===== src/rtl/fact_pkg.sv =====
// fact_pkg: shared types and constants for the factorial engine.
//   - fact_state_e : engine FSM state encoding (idle, busy, done)
//   - DefWidth     : default result width
//   - DefNWidth    : default operand width
//   - CycCntWidth  : width of the optional busy-cycle counter
//                    (present when FACT_ENGINE_CYCLE_COUNT_EN is defined)
package fact_pkg;

    localparam int unsigned DefWidth    = 32;
    localparam int unsigned DefNWidth   = 4;
    localparam int unsigned CycCntWidth = 16;

    typedef enum logic [1:0] {
        StIdle = 2'd0,
        StBusy = 2'd1,
        StDone = 2'd2
    } fact_state_e;

endpackage


===== src/rtl/fact_engine_if.sv =====
// fact_engine_if: start/result bundle between the CPU-side wrapper and fact_engine.
//   GoPulse : wrapper -> engine, one-cycle start strobe
//   N       : wrapper -> engine, operand, sampled on an accepted GoPulse
//   Busy    : engine -> wrapper, computation in progress
//   Done    : engine -> wrapper, sticky completion flag
//   Err     : engine -> wrapper, sticky overflow flag (valid with Done)
//   Nf      : engine -> wrapper, result (valid with Done)
//   CycCnt  : engine -> wrapper, busy-cycle count; only with FACT_ENGINE_CYCLE_COUNT_EN
// Modports: master = wrapper side, slave = engine side.
interface fact_engine_if #(
    parameter int unsigned WIDTH   = fact_pkg::DefWidth,
    parameter int unsigned N_WIDTH = fact_pkg::DefNWidth
);
    logic               GoPulse;
    logic [N_WIDTH-1:0] N;
    logic               Busy;
    logic               Done;
    logic               Err;
    logic [WIDTH-1:0]   Nf;
`ifdef FACT_ENGINE_CYCLE_COUNT_EN
    logic [fact_pkg::CycCntWidth-1:0] CycCnt;

    modport master (output GoPulse, output N,
                    input Busy, input Done, input Err, input Nf, input CycCnt);
    modport slave  (input GoPulse, input N,
                    output Busy, output Done, output Err, output Nf, output CycCnt);
`else
    modport master (output GoPulse, output N,
                    input Busy, input Done, input Err, input Nf);
    modport slave  (input GoPulse, input N,
                    output Busy, output Done, output Err, output Nf);
`endif
endinterface


===== src/rtl/fact_dp.sv =====
// fact_dp: factorial datapath. Holds the down-counter and running product,
// the double-width multiplier and the overflow / termination detects.
//   clk_i      : clock
//   rst_i      : synchronous active-high reset (cnt=0, prod=0)
//   load_i     : cnt <= n_i, prod <= 1
//   step_i     : prod <= prod*cnt (low half), cnt <= cnt-1
//   n_i        : operand to load
//   prod_o     : current running product
//   ovf_o      : prod*cnt does not fit in WIDTH bits
//   cnt_le1_o  : counter has reached 0 or 1, product is final
module fact_dp #(
    parameter int unsigned WIDTH   = 32,
    parameter int unsigned N_WIDTH = 4
) (
    input  logic               clk_i,
    input  logic               rst_i,
    input  logic               load_i,
    input  logic               step_i,
    input  logic [N_WIDTH-1:0] n_i,
    output logic [WIDTH-1:0]   prod_o,
    output logic               ovf_o,
    output logic               cnt_le1_o
);

    logic [N_WIDTH-1:0]   cnt_q, cnt_d;
    logic [WIDTH-1:0]     prod_q, prod_d;
    logic [2*WIDTH-1:0]   full;

    assign full      = (2*WIDTH)'(prod_q) * (2*WIDTH)'(cnt_q);
    assign ovf_o     = |full[2*WIDTH-1:WIDTH];
    assign cnt_le1_o = (cnt_q <= N_WIDTH'(1));
    assign prod_o    = prod_q;

    always_comb begin
        cnt_d  = cnt_q;
        prod_d = prod_q;
        if (load_i) begin
            cnt_d  = n_i;
            prod_d = WIDTH'(1);
        end else if (step_i) begin
            cnt_d  = cnt_q - N_WIDTH'(1);
            prod_d = full[WIDTH-1:0];
        end
    end

    always_ff @(posedge clk_i) begin
        if (rst_i) begin
            cnt_q  <= '0;
            prod_q <= '0;
        end else begin
            cnt_q  <= cnt_d;
            prod_q <= prod_d;
        end
    end

endmodule


===== src/rtl/fact_engine.sv =====
// fact_engine: iterative factorial engine, one multiply per cycle.
//   Clk : clock, rising edge
//   Rst : synchronous active-high reset, overrides everything
//   bus : fact_engine_if.slave (GoPulse, N in; Busy, Done, Err, Nf out)
// Optional feature macro FACT_ENGINE_CYCLE_COUNT_EN adds bus.CycCnt, a
// saturating count of BUSY cycles of the latest run.
module fact_engine
    import fact_pkg::*;
#(
    parameter int unsigned WIDTH   = DefWidth,
    parameter int unsigned N_WIDTH = DefNWidth
) (
    input  logic          Clk,
    input  logic          Rst,
    fact_engine_if.slave  bus
);

    fact_state_e      state_q, state_d;
    logic             done_q, done_d;
    logic             err_q, err_d;
    logic [WIDTH-1:0] nf_q, nf_d;

    logic             load, step;
    logic [WIDTH-1:0] prod;
    logic             ovf, cnt_le1;

    fact_dp #(
        .WIDTH   (WIDTH),
        .N_WIDTH (N_WIDTH)
    ) u_dp (
        .clk_i     (Clk),
        .rst_i     (Rst),
        .load_i    (load),
        .step_i    (step),
        .n_i       (bus.N),
        .prod_o    (prod),
        .ovf_o     (ovf),
        .cnt_le1_o (cnt_le1)
    );

    always_comb begin
        state_d = state_q;
        done_d  = done_q;
        err_d   = err_q;
        nf_d    = nf_q;
        load    = 1'b0;
        step    = 1'b0;
        unique case (state_q)
            StIdle, StDone: begin
                if (bus.GoPulse) begin
                    load    = 1'b1;
                    done_d  = 1'b0;
                    err_d   = 1'b0;
                    state_d = StBusy;
                end
            end
            StBusy: begin
                // Termination is checked before overflow: the product is final
                // once cnt<=1, so no further multiply is attempted.
                if (cnt_le1) begin
                    nf_d    = prod;
                    done_d  = 1'b1;
                    state_d = StDone;
                end else if (ovf) begin
                    nf_d    = '0;
                    err_d   = 1'b1;
                    done_d  = 1'b1;
                    state_d = StDone;
                end else begin
                    step = 1'b1;
                end
            end
            default: state_d = StIdle;
        endcase
    end

    always_ff @(posedge Clk) begin
        if (Rst) begin
            state_q <= StIdle;
            done_q  <= 1'b0;
            err_q   <= 1'b0;
            nf_q    <= '0;
        end else begin
            state_q <= state_d;
            done_q  <= done_d;
            err_q   <= err_d;
            nf_q    <= nf_d;
        end
    end

    assign bus.Busy = (state_q == StBusy);
    assign bus.Done = done_q;
    assign bus.Err  = err_q;
    assign bus.Nf   = nf_q;

`ifdef FACT_ENGINE_CYCLE_COUNT_EN
    logic [CycCntWidth-1:0] cyc_q, cyc_d;

    always_comb begin
        cyc_d = cyc_q;
        if (load) begin
            cyc_d = '0;
        end else if (state_q == StBusy && cyc_q != '1) begin
            cyc_d = cyc_q + CycCntWidth'(1);
        end
    end

    always_ff @(posedge Clk) begin
        if (Rst) begin
            cyc_q <= '0;
        end else begin
            cyc_q <= cyc_d;
        end
    end

    assign bus.CycCnt = cyc_q;
`endif

endmodule


===== src/flat_wrapper.sv =====
// flat-port wrapper written by rule: the top's interface ports become plain ports
module fact_engine_flat import fact_pkg::*;
#(
    parameter int unsigned WIDTH   = DefWidth,
    parameter int unsigned N_WIDTH = DefNWidth
)
  (Clk, Rst, bus_GoPulse, bus_N, bus_Busy, bus_Done, bus_Err, bus_Nf);
  fact_engine_if #(.WIDTH(WIDTH), .N_WIDTH(N_WIDTH)) bus_i ();
  input  logic Clk;
  input  logic Rst;
  input wire logic [$bits(bus_i.GoPulse)-1:0] bus_GoPulse;
  input wire logic [$bits(bus_i.N)-1:0] bus_N;
  output wire logic [$bits(bus_i.Busy)-1:0] bus_Busy;
  output wire logic [$bits(bus_i.Done)-1:0] bus_Done;
  output wire logic [$bits(bus_i.Err)-1:0] bus_Err;
  output wire logic [$bits(bus_i.Nf)-1:0] bus_Nf;
  assign bus_i.GoPulse = bus_GoPulse;
  assign bus_i.N = bus_N;
  assign bus_Busy = bus_i.Busy;
  assign bus_Done = bus_i.Done;
  assign bus_Err = bus_i.Err;
  assign bus_Nf = bus_i.Nf;
  fact_engine #(.WIDTH(WIDTH), .N_WIDTH(N_WIDTH)) u_core (.Clk(Clk), .Rst(Rst), .bus(bus_i));
endmodule

===== config.mk =====
export PLATFORM = sky130hd
export DESIGN_NAME = fact_engine_flat
export DESIGN_NICKNAME = d
export VERILOG_FILES = /design/src/rtl/fact_pkg.sv /design/src/rtl/fact_engine_if.sv /design/src/rtl/fact_dp.sv /design/src/rtl/fact_engine.sv /design/src/flat_wrapper.sv
export SDC_FILE = /design/constraint.sdc
export NUM_CORES = 1
export LEC_CHECK = 0
export BUFFER_PORTS_ARGS = -buffer_cell sky130_fd_sc_hd__buf_2
export CAP_MARGIN = 5
export CORE_MARGIN = 2
export CORE_UTILIZATION = 57
export CTS_CLUSTER_DIAMETER = 80
export DETAILED_ROUTE_END_ITERATION = 10
export HOLD_SLACK_MARGIN = 0.05
export PLACE_DENSITY = 0.79
export SLEW_MARGIN = 20
export SYNTH_ARGS = -nofsm -noshare
export SYNTH_HDL_FRONTEND = slang
export SYNTH_HIERARCHICAL = 1
export SYNTH_SLANG_ARGS = --single-unit
export TNS_END_PERCENT = 50

===== constraint.sdc =====
create_clock -name Clk -period 5.77 [get_ports Clk]
set_clock_uncertainty 0.05 [all_clocks]
set_input_delay 0.2885 -clock Clk [delete_from_list [all_inputs] [get_ports Clk]]
set_output_delay 0.2885 -clock Clk [all_outputs]
set_load 0.1 [all_outputs]

==> results of run 1 <==
[power by group through the flow]
stage                     clock (µW)  sequential, µW  combinational, µW
after floorplan                    0             528               83.1
after global placement             0             524                125
after detailed placement           0             524                127
after CTS                        644             513                128
after global routing             665             516                154
final                            633             515                144
[cells in the mapped netlist (6+ instances only)]
library cell  number  area share [%]
inv_1            125             6.9
nand2_1           61             3.4
and2_1            96             8.9
xor2_1             7            0.91
o211ai_1           8            0.89
a22o_1            32             4.2
fa_1              60              18
mux2i_1           29             4.3
nor2_1            53             2.9
a21o_1            21             2.3
nor3_1             6            0.44
o21ai_0            9            0.67
and4_1             6            0.78
clkbuf_1          20             1.1
nand3_1            7            0.52
dfxtp_1           72              21
buf_2              6            0.44
a31oi_1            7            0.65
xnor2_1           24             3.1
ha_1              42             7.8
a21oi_1           34             2.5
[cell type report]
cell class | count | share of cell area [%]
repair buffers | 67 | 5.81
clock buffers | 14 | 3.60
multi-input cells | 559 | 62.3
well taps | 143 | 2.35
flip-flops and latches | 72 | 19.0
inverters | 125 | 6.16
clock inverters | 2 | 0.788
[kinds of logic (layout without fill, tap and decap cells)]
family          Yosys count  after routing  synth area share, %
simple gates            255            255                 20.1
fa+ha+maj               102            102                 25.6
flops                    72             72                 21.3
compound gates          142            142                 15.4
mux                      29             29                 4.30
buf+inv                 159            208                 9.28
xor+xnor                 31             31                 4.02
[metrics by stage]
step	area [µm²]	power [µW]	setup slack [ns]	cells	utilization (%)
after floorplan	6750	611	0.0409	790	-
after global placement	7120	649	0.175	954	62.1
after detailed placement	7120	652	0.0680	954	62.1
after CTS	7450	1290	0.0534	970	65.0
after global routing	7620	1330	-0.0113	982	66.4
final	7620	1290	0.196	982	66.4
[state kept, by name, summed over array words and instances (netlist names)]
| name | count |
|---|---|
| u_core/bus.Nf | 32 |
| u_core/state_q | 2 |
| u_core/u_dp/prod_o | 32 |
| u_core/u_dp/cnt_q | 4 |
| u_core/bus.Done | 1 |
| u_core/bus.Err | 1 |
[worst min path at each step]
stage	cells past startpoint	endpoint	slack, ns	from
2_1_floorplan	1	u_core/bus.Done	0.31	Rst
3_3_place_gp	2	u_core/bus.Done	0.40	u_core/bus.Done
3_5_place_dp	1	u_core/bus.Nf[5]	0.40	u_core/bus.Nf[5]
4_1_cts	3	u_core/u_dp/cnt_q[1]	0.11	bus_N[1]
5_1_grt	3	u_core/u_dp/cnt_q[2]	0.13	bus_N[2]
6_report	3	u_core/u_dp/cnt_q[1]	0.12	bus_N[1]
[critical path: cells and delay by family (launching register included)]
family	cells	cell delay [ns]
simple gates	5	1.39
buf+inv	4	0.68
mux	1	0.26
compound gates	6	1.10
xor+xnor	1	0.09
flops	1	0.34
fa+ha+maj	3	1.47
[timing repair]
action,4_1_cts,5_1_grt
endpoints found under the setup margin,0,56
buffers inserted,0,10
gates resized for setup,0,19
hold buffers,0,0
[metal layers]
| metal | global-route usage [%] | part of all wire, % | vias to the layer above |
|---|---|---|---|
| li1 | - | - | 2667 |
| met1 | 33.7 | 42 | 2776 |
| met2 | 43.6 | 50 | 169 |
| met3 | 5.52 | 5.4 | 44 |
| met4 | 10.4 | 2.6 | 0 |
| met5 | 0 | 0 | - |
==> out/metrics.yaml, run 1 <==
syn_nets: 899
reg2reg_to: "u_core/u_dp/prod_o[17]"
clk_path_buf_depth: 2
sw_frac_of_total_pct: 25.1
h-tree-depth: 3
ys_seq_area_share_pct: 21.3
report.final.slew_viol_count: 0
dp_hpwl_mm: 11.7
grt_max_degree: 36
dieArea_um2: 12700
die_w_um: 113
clockPowerShare_pct: 49.0
clkTransAtPathRegs_ns: 0.05
p_comb_share_pct: 11.2
synth_edf_count: 0
synthDistinctLibCells: 57
dr.pass1.iters: 5
drtAntennaViolNets: 0
grtUsageTotal_pct: 26.3
ff_latch_area_um2: 1450
switching_power_uw: 324
critPathCapture: "u_core/u_dp/prod_o[17]"
end_kind: "flop"
hold_class: "in -> reg"
overflow: 0
routedWlPerCell_um: 16.7
multi_input_area_um2: 4750
maxSlewHeadroom_pct: 41.3
wl_mm: 16.4
insertedDiodeCount: 0
layout_common_cells: "inv_1 (125), and2_1 (96), dfxtp_1 (69)"
critical_path.startpoint: "u_core/u_dp/cnt_q[3]"
vias: 5656
worstSetupPathType: "reg -> reg"
crit-reg2reg-launch: "u_core/u_dp/cnt_q[3]"
avgSynthCellArea_um2: 8.55
vias_per_cell: 5.76
worst-r2r-setup-slack_ns: 0.20
r2r_cells: 20
peakVddDrop_uv: 219
crit_required_ns: 5.92
gp_congestion: 0.896
insertion_delay_ns: 0.35
pwr-share-seq_pct: 39.9
max_cap_viol_count: 0
p_int_uw: 968
async_flop_share_pct: 0
num-nets-final: 943
hold_violations: 0
grt_pass1_vias: 5729
cts_made_buffers: 9
grt_pass1_wl_mm: 26.9
start_util_pct: 58.9
die_h_um: 113
layout_commonest_cell: "inv_1"
tns_ns: 0
critPathMaxFanout: 21
powerDensity_nw_per_um2: 170
fill_cells: 905
ys_warn_count: 6
synth_area_um2: 6750
layout-drive-gt1-share_pct: 13.2
area_delta_synth_final_pct: 12.8
crit_chain: "clkbuf_4 > and2_1 > fa_1 > inv_1 > fa_1 > inv_1 > ha_1 > a21o_1 > a32oi_1 > o211ai_1 > and3_1 > a2111oi_4 > o21ai_2 > o21ai_2 > xnor2_1 > or4_4 > nor4b_4 > buf_4 > mux2i_1 > nor2_1"
num_rows: 39
status: "finished clean"
hold_slack_ns: 0.124
antenna_found_initial: 0
crit_arrival_ns: 5.73
synth_seq_cells: 72
finalSetupViolCount: 0
min_period_ns: 5.57
drc: 0
worstSetupStartpointType: "flop"
drtIter0Drc: 300
cts_tree: "built"
finalCritPeriodShare_pct: 96.6
p_leak_uw: 0.00374
ioPinCount: 42
port_buffers: 41
fp.coreArea_um2: 11500
cp_slowest_stage_delay_ns: 0.58
fmax_mhz: 179
cts-root-buf: "clkbuf_16"
clock_sinks: 72
max_slew.worst_pin.slew_ns: 0.880
syn_inst: 790
cp_slowest_cell: "or4_4"
synth_flop_cell: "dfxtp_1"
Power figures use the tool's default switching activity.
==> run 2, diff against run 1 <==
- CORE_MARGIN: 2 -> 10
- RECOVER_POWER: not set -> 50
==> run 2 against run 1 <==
Critical path type unchanged. Die area is 30% higher. Clock power is 7.9% lower. Utilization is 0.87 points lower. Routed wire length is 2.3% higher.
==> out/metrics.yaml, run 2 (synthesized netlist as in run 1, its figures left out) <==
hold_class: "in -> reg"
tns_ns: 0
grt_pass1_vias: 5838
p_leak_uw: 0.00354
drtIter0Drc: 390
r2r_cells: 24
clock_sinks: 72
clkTransAtPathRegs_ns: 0.06
layout-drive-gt1-share_pct: 8.77
use_met3_pct: 3.45
grt.busiest_layer: "met2"
layout_commonest_cell: "inv_1"
peakVddDrop_uv: 172
layout_common_cells: "inv_1 (125), and2_1 (96), dfxtp_1 (69)"
dieArea_um2: 16600
ff_latch_area_um2: 1450
multi_input_area_um2: 4780
fmax_mhz: 178
routedWlPerCell_um: 17.2
crit-reg2reg-launch: "u_core/u_dp/cnt_q[3]"
maxSlewHeadroom_pct: 20.2
end_kind: "flop"
port_buffers: 41
vias_per_cell: 5.66
finalCritPeriodShare_pct: 97.2
worstSetupPathType: "reg -> reg"
grt_pass1_wl_mm: 27.7
report.final.slew_viol_count: 0
num_rows: 39
die_h_um: 129
ioPinCount: 42
dr.pass1.iters: 5
max_cap_viol_count: 0
insertedDiodeCount: 0
hold_violations: 0
fill_cells: 938
max_slew.worst_pin.slew_ns: 1.20
worstSetupStartpointType: "flop"
holdPathEnd: "u_core/u_dp/cnt_q[2]"
hold_slack_ns: 0.129
cp_slowest_cell: "or4_4"
crit_chain: "buf_8 > and2_1 > fa_1 > inv_1 > fa_1 > inv_1 > ha_1 > a21o_1 > a31oi_1 > a21oi_1 > a21oi_2 > a41oi_2 > o31ai_2 > mux2i_1 > o211ai_1 > or4_4 > nor4b_4 > buf_4 > nand2_2 > nor3_2 > xnor2_1 > nor2_1 > a21oi_1 > nor2_1"
h-tree-depth: 3
grtUsageTotal_pct: 20.5
cp_slowest_stage_delay_ns: 0.56
start_util_pct: 58.6
finalSetupViolCount: 0
fp.coreArea_um2: 11500
drc: 0
area_delta_synth_final_pct: 11.8
grt_max_degree: 32
wl_mm: 16.7
min_period_ns: 5.61
gr-usage-met2_pct: 34.1
overflow: 0
use_met1_pct: 25.5
powerDensity_nw_per_um2: 165
hp-start: "bus_N[2]"
hold_depth: 3
insertion_delay_ns: 0.35
reg2reg_to: "u_core/u_dp/cnt_q[3]"
drtAntennaViolNets: 0
clk_path_buf_depth: 2
antenna_found_initial: 0
cts_tree: "built"
gp_congestion: 0.915
cts_made_buffers: 9
die_w_um: 129
status: "finished clean"
num-nets-final: 937
vias: 5520
cts-root-buf: "clkbuf_16"
crit_arrival_ns: 5.79
crit_required_ns: 5.95
dp_hpwl_mm: 11.9
critPathMaxFanout: 10
worst-r2r-setup-slack_ns: 0.16
[run 2: how the worst max path moves through the flow]
stage | start | to | slack (ns) | cells past startpoint
after floorplan | u_core/u_dp/cnt_q[3] | u_core/u_dp/prod_o[12] | 0.04 | 20
after global placement | u_core/u_dp/cnt_q[3] | u_core/u_dp/prod_o[19] | 0.19 | 20
after detailed placement | u_core/u_dp/cnt_q[3] | u_core/u_dp/prod_o[26] | 0.08 | 19
after CTS | u_core/u_dp/cnt_q[3] | u_core/u_dp/cnt_q[3] | 0.02 | 23
after global routing | u_core/u_dp/cnt_q[3] | u_core/u_dp/cnt_q[3] | -0.03 | 24
final | u_core/u_dp/cnt_q[3] | u_core/u_dp/cnt_q[3] | 0.16 | 24
[run 2: metrics by stage]
stage / area (µm²) / setup WS [ns] / cells / util [%] / total power [µW]
2_1_floorplan: 6750 / 0.0409 / 790 / - / 611
3_3_place_gp: 7110 / 0.191 / 955 / 61.8 / 648
3_5_place_dp: 7110 / 0.0825 / 955 / 61.8 / 652
4_1_cts: 7420 / 0.0157 / 970 / 64.4 / 1230
5_1_grt: 7550 / -0.0332 / 975 / 65.6 / 1280
6_report: 7550 / 0.163 / 975 / 65.6 / 1240
[run 2: per-layer routing]
layer  wire, µm  part of all wire [%]  vias to the layer above
met5          0                     0                        -
met4        428                   2.6                        0
met3        830                   5.0                       37
met2       7980                    48                      160
met1       7500                    45                     2669
li1           -                     -                     2654
[run 2: cell type report]
cell class | count | area share [%]
clock buffers | 13 | 3.58
clock inverters | 2 | 0.497
inverters | 125 | 6.21
multi-input cells | 559 | 63.2
flip-flops and latches | 72 | 19.2
well taps | 143 | 2.37
repair buffers | 61 | 4.94
[run 2: power by group]
group / internal [µW] / total (µW) / switching, µW
clock: 368 / 583 / 215
combinational: 47.8 / 144 / 96.7
sequential: 504 / 516 / 12.0
total: 919 / 1240 / 324
[run 2: repair_timing]
action / 4_1_cts / 5_1_grt
hold buffers: 0 / 0
setup endpoints to repair: 0 / 67
buffers inserted: 0 / 2
gates resized for setup: 0 / 26
[run 2: worst max-delay path, delay by kind of cell, from the launching register on]
family / cells / cell delay (ns)
fa+ha+maj: 3 / 1.47
compound gates: 8 / 1.43
simple gates: 7 / 1.36
buf+inv: 4 / 0.43
flops: 1 / 0.37
mux: 1 / 0.23
xor+xnor: 1 / 0.14
